===== config.mk =====
export PLATFORM = sky130hd
export DESIGN_NAME = instruction_loader_flat
export DESIGN_NICKNAME = d
export VERILOG_FILES = /design/src/rtl/instruction_loader_if.sv /design/src/rtl/instruction_loader.sv /design/src/flat_wrapper.sv
export SDC_FILE = /design/constraint.sdc
export NUM_CORES = 1
export LEC_CHECK = 0
export BUFFER_PORTS_ARGS = -buffer_cell sky130_fd_sc_hd__buf_2
export CORE_MARGIN = 4
export CORE_UTILIZATION = 40
export CTS_CLUSTER_DIAMETER = 60
export DETAILED_ROUTE_END_ITERATION = 8
export PLACE_DENSITY = 0.62
export SLEW_MARGIN = 20
export SYNTH_ARGS = -nofsm -noshare
export SYNTH_HDL_FRONTEND = slang
export SYNTH_SLANG_ARGS = --single-unit

===== constraint.sdc =====
create_clock -name i_clk -period 1.9 [get_ports i_clk]
set_input_delay 0.285 -clock i_clk [delete_from_list [all_inputs] [get_ports i_clk]]
set_output_delay 0.285 -clock i_clk [all_outputs]
set_load 0.005 [all_outputs]

===== src/rtl/instruction_loader_if.sv =====
// Byte-stream in / instruction-memory write port out, bundled for the loader.
// Latency: n/a (signal bundle only).
// Backpressure: none; the byte source cannot be stalled, the loader takes one byte per cycle.
// Ports: master = byte source / memory side (drives i_*), slave = loader (drives o_*).
interface instruction_loader_if;
  logic        i_start;
  logic [7:0]  i_rx_data;
  logic        i_rx_valid;
  logic        o_write_instruction_flag;
  logic [31:0] o_instruction_to_write;
  logic [31:0] o_address_to_write_inst;
  logic        o_busy;
  logic        o_done;
  logic        o_error;

  modport master (
    output i_start, i_rx_data, i_rx_valid,
    input  o_write_instruction_flag, o_instruction_to_write, o_address_to_write_inst,
    input  o_busy, o_done, o_error
  );

  modport slave (
    input  i_start, i_rx_data, i_rx_valid,
    output o_write_instruction_flag, o_instruction_to_write, o_address_to_write_inst,
    output o_busy, o_done, o_error
  );
endinterface


===== src/rtl/instruction_loader.sv =====
// Assembles big-endian 32-bit words from a byte stream and writes them to instruction memory.
// Latency: write flag registered on the edge that accepts the 4th byte, high for one cycle.
// Backpressure: none; one byte per cycle sustained, a byte in the write cycle starts the next word.
// Ports: i_clk, i_reset (sync, active-high); bus.slave carries start, rx byte/strobe,
//        write flag/word/address, and busy/done/error status.
module instruction_loader #(
  parameter int          ADDR_WIDTH = 12,
  parameter logic [31:0] HALT_WORD  = 32'hFFFF_FFFF
) (
  input  logic               i_clk,
  input  logic               i_reset,
  instruction_loader_if.slave bus
);

  typedef enum logic [1:0] {IDLE, LOAD, DONE, ERROR} state_t;

  localparam logic [ADDR_WIDTH-1:0] LAST_ADDR = {{(ADDR_WIDTH-2){1'b1}}, 2'b00};

  state_t                  state;
  logic [1:0]              byte_cnt;
  logic [23:0]             word_lo;   // last three bytes; the 4th completes the word
  logic [ADDR_WIDTH-1:0]   addr;      // address of the word being assembled
  logic [ADDR_WIDTH-1:0]   wr_addr;   // held copy presented on the write port
  logic                    wr_flag;
  logic [31:0]             wr_word;
  logic                    busy;
  logic                    done;
  logic                    error;

  always_ff @(posedge i_clk) begin
    if (i_reset) begin
      state    <= IDLE;
      byte_cnt <= 2'd0;
      word_lo  <= 24'd0;
      addr     <= '0;
      wr_addr  <= '0;
      wr_flag  <= 1'b0;
      wr_word  <= 32'd0;
      busy     <= 1'b0;
      done     <= 1'b0;
      error    <= 1'b0;
    end else begin
      wr_flag <= 1'b0;
      case (state)
        IDLE, DONE, ERROR: begin
          if (bus.i_start) begin
            state    <= LOAD;
            byte_cnt <= 2'd0;
            word_lo  <= 24'd0;
            addr     <= '0;
            busy     <= 1'b1;
            done     <= 1'b0;
            error    <= 1'b0;
          end
        end
        LOAD: begin
          // The cycle after a write decides whether the session ends.
          if (wr_flag) begin
            if (wr_word == HALT_WORD) begin
              state <= DONE;
              busy  <= 1'b0;
              done  <= 1'b1;
            end else if (addr == LAST_ADDR) begin
              state <= ERROR;
              busy  <= 1'b0;
              error <= 1'b1;
            end else begin
              addr <= addr + ADDR_WIDTH'(4);
            end
          end
          // Byte count is 0 during a write cycle, so a byte here is byte 0 of the
          // next word and can never retrigger a write. If the session ends this
          // cycle the shifted byte is harmless: start clears the assembly state.
          if (bus.i_rx_valid) begin
            word_lo  <= {word_lo[15:0], bus.i_rx_data};
            byte_cnt <= byte_cnt + 2'd1;
            if (byte_cnt == 2'd3) begin
              wr_flag <= 1'b1;
              wr_word <= {word_lo, bus.i_rx_data};
              wr_addr <= addr;
            end
          end
        end
        default: state <= IDLE;
      endcase
    end
  end

  assign bus.o_write_instruction_flag = wr_flag;
  assign bus.o_instruction_to_write   = wr_word;
  assign bus.o_address_to_write_inst  = {{(32-ADDR_WIDTH){1'b0}}, wr_addr};
  assign bus.o_busy                   = busy;
  assign bus.o_done                   = done;
  assign bus.o_error                  = error;

endmodule


===== src/flat_wrapper.sv =====
// flat-port wrapper written by rule: the top's interface ports become plain ports
module instruction_loader_flat 
#(
  parameter int          ADDR_WIDTH = 12,
  parameter logic [31:0] HALT_WORD  = 32'hFFFF_FFFF
)
  (i_clk, i_reset, bus_i_start, bus_i_rx_data, bus_i_rx_valid, bus_o_write_instruction_flag, bus_o_instruction_to_write, bus_o_address_to_write_inst, bus_o_busy, bus_o_done, bus_o_error);
  instruction_loader_if bus_i ();
  input  logic i_clk;
  input  logic i_reset;
  input wire logic [$bits(bus_i.i_start)-1:0] bus_i_start;
  input wire logic [$bits(bus_i.i_rx_data)-1:0] bus_i_rx_data;
  input wire logic [$bits(bus_i.i_rx_valid)-1:0] bus_i_rx_valid;
  output wire logic [$bits(bus_i.o_write_instruction_flag)-1:0] bus_o_write_instruction_flag;
  output wire logic [$bits(bus_i.o_instruction_to_write)-1:0] bus_o_instruction_to_write;
  output wire logic [$bits(bus_i.o_address_to_write_inst)-1:0] bus_o_address_to_write_inst;
  output wire logic [$bits(bus_i.o_busy)-1:0] bus_o_busy;
  output wire logic [$bits(bus_i.o_done)-1:0] bus_o_done;
  output wire logic [$bits(bus_i.o_error)-1:0] bus_o_error;
  assign bus_i.i_start = bus_i_start;
  assign bus_i.i_rx_data = bus_i_rx_data;
  assign bus_i.i_rx_valid = bus_i_rx_valid;
  assign bus_o_write_instruction_flag = bus_i.o_write_instruction_flag;
  assign bus_o_instruction_to_write = bus_i.o_instruction_to_write;
  assign bus_o_address_to_write_inst = bus_i.o_address_to_write_inst;
  assign bus_o_busy = bus_i.o_busy;
  assign bus_o_done = bus_i.o_done;
  assign bus_o_error = bus_i.o_error;
  instruction_loader #(.ADDR_WIDTH(ADDR_WIDTH), .HALT_WORD(HALT_WORD)) u_core (.i_clk(i_clk), .i_reset(i_reset), .bus(bus_i));
endmodule

==> impl_metrics.json <==
{
  "status": "finished, final reports clean",
  "ctsLongestPathBuffers": 2,
  "ys_types": 40,
  "grt_overflow_total": 0,
  "crit_type": "flop to flop",
  "hpwl_um": 5690,
  "maxCapViolations": 0,
  "syn_to_final_growth_pct": 17.4,
  "holdPathStages": 3,
  "synth-seq-cells": 84,
  "critPathArrivalTime_ns": 2.08,
  "design_area_um2": 3960,
  "post-cts-setup-buffer-count": 0,
  "antenna_left": 0,
  "synth_cells": 406,
  "drv_slew": 0,
  "grt_pass1_wl_um": 13200,
  "reg2regPathDepth": 8,
  "wl_um": 7970,
  "fin_crit_ns": 1.82,
  "synthTopCellsByArea": "dfxtp_1 50%, nand2_1 11%, a21oi_1 7.1%, a22oi_1 5.8%, buf_4 4.9%",
  "ir_drop_uv": 508,
  "cp.required_ns": 2.16,
  "grt_use_total_pct": 16.6,
  "holdWs_ns": 0.183,
  "tritoncts": "yes",
  "first_pass_iters": 4,
  "finalSetupTns_ns": 0,
  "grt_antenna_before_repair": 0,
  "routedWlPerCell_um": 13.8,
  "hold_viol": 0,
  "dieArea_um2": 9970,
  "core_area_um2": 8220,
  "io_buffers": 57,
  "dr.max_layer_used": "met4",
  "clock-sinks": 84,
  "wl_met3_um": 439,
  "netlist.area_leader.share_pct": 49.8,
  "avgSynthCellArea_um2": 8.31,
  "num_rows": 33,
  "synth_ff_type": "dfxtp_1",
  "clkTransAtPathRegs_ns": 0.07,
  "regArea_um2": 1690,
  "synth_warnings": 0,
  "synth-seq-area-share_pct": 49.8,
  "gp_congestion": 0.824,
  "final_cell_mix": "97 x nand2_1, 80 x dfxtp_1, 57 x buf_2",
  "finClkSkew_ns": 0.0104,
  "layout_commonest_cell": "nand2_1",
  "hold_class": "input port to flop",
  "synth_edf_count": 0,
  "numCtsBuffers": 9,
  "critPathLaunchType": "flop",
  "crit_path_end_kind": "flop",
  "first_global_vias": 2750,
  "power_mw": 3.12,
  "cts_max_level": 3,
  "synthArstFlopShare_pct": 0,
  "setup_viol": 0,
  "pin_count": 80,
  "vias_per_cell": 5.04,
  "grt_max_degree": 39,
  "route.met2.wl_um": 3880,
  "drive_gt1_share_pct": 23.5,
  "yosysTopAreaCell": "dfxtp_1",
  "m1WireLength_um": 3500,
  "nFillCells": 835,
  "die_w_um": 99.9,
  "initial_core_util_pct": 41.1,
  "leakagePower_nw": 1.58,
  "cp_max_fo": 9,
  "worstSkewPairLatency_ns": 0.36,
  "clock.fmax_mhz": 549,
  "dr_total_vias": 2914,
  "nets": 484,
  "synth_area_um2": 3380,
  "multi_input_area_um2": 1510,
  "fin_crit_sh_pct": 95.9,
  "drc": 0,
  "n_antenna_cell": 0,
  "rsz0062_at_grt": "no",
  "die_h_um": 99.9,
  "place_area_um2": 3760,
  "cts-root-buf": "clkbuf_8",
  "powerDensity_nw_per_um2": 787,
  "drtIter0Drc": 135
}
sequential cells by signal, indices dropped and copies added (netlist names):
register and cells:
u_core.bus.o_busy 1, u_core.bus.o_write_instruction_flag 1, u_core.bus.o_instruction_to_write 32, u_core.byte_cnt 2, u_core.bus.o_done 1, u_core.word_lo 24, u_core.addr 10, u_core.bus.o_error 1
u_core.wr_addr 10, u_core.state 2
cell families after synthesis:
family          after synthesis  share of synthesized area [%]
compound gates               86                           16.5
mux                           2                          0.593
other cells                   1                          0.111
buf+inv                      50                           8.49
simple gates                181                           23.7
flops                        84                           49.8
fa+ha+maj                     2                          0.741
layer usage:
layer,up-vias,global-route usage (%)
li1,1470,-
met5,-,0
met3,16,5.07
met1,1362,19.7
met2,66,27.9
met4,0,6.62
per-stage QoR:
stage	setup slack [ns]	utilization, %	std cells
floorplan	0.113	-	427
global placement	0.0195	45.7	564
detailed placement	0.0302	45.7	564
CTS	0.0186	48.0	578
global route	0.00327	48.2	578
finish	0.0771	48.2	578
final timing paths:
| path | from | to | slack (ns) |
|---|---|---|---|
| max | u_core.bus.o_instruction_to_write[3] | u_core.addr[6] | 0.08 |
| min | bus_i_rx_data[3] | u_core.bus.o_instruction_to_write[3] | 0.18 |
| max reg2reg | u_core.bus.o_instruction_to_write[3] | u_core.addr[6] | 0.08 |
| min reg2reg | u_core.wr_addr[8] | u_core.wr_addr[8] | 0.45 |
worst max-delay path, cell delays in order, from the launching register on:
cell and delay [ns]:
dfxtp_1 0.32, nand4_1 0.13, nor4_1 0.07, buf_4 0.13
nand2_2 0.05, buf_4 0.18, nand3_2 0.13, or4_2 0.62
o311ai_1 0.09
layout make-up:
class	instances	area share (%)
Clock buffer	10	3.22
Clock inverter	4	1.33
Inverter	4	0.379
Multi-Input combinational cell	293	38.0
Sequential cell	84	42.6
Tap cell	105	3.32
Timing Repair Buffer	78	11.2
synthesized netlist by cell type, types with 2 or more instances:
library cell,number
or3_1,3
or4_1,3
nor3_1,2
a22oi_1,26
nand2_2,2
nand3b_1,2
o21ai_0,2
a21oi_1,48
nor4_1,2
o311ai_1,2
ha_1,2
nand2_1,97
mux2i_1,2
buf_2,7
dfxtp_1,84
nand3_1,9
inv_1,4
o211ai_1,4
nand4_1,8
buf_4,22
nor2_1,42
clkbuf_1,15
where the power goes:
| group | total (mW) | internal (mW) | switching [mW] |
|---|---|---|---|
| registers | 1.78 | 1.77 | 0.0112 |
| clock network | 1.20 | 0.595 | 0.608 |
| logic | 0.135 | 0.0399 | 0.0949 |
timing repair:
item                       CTS  global route
setup endpoints to repair    3             7
resized for setup            1             6
pin swaps                    0             4
hold buffers                 0             0
hold endpoints to repair     0             0
No activity file was read; power rests on OpenSTA's default activity.
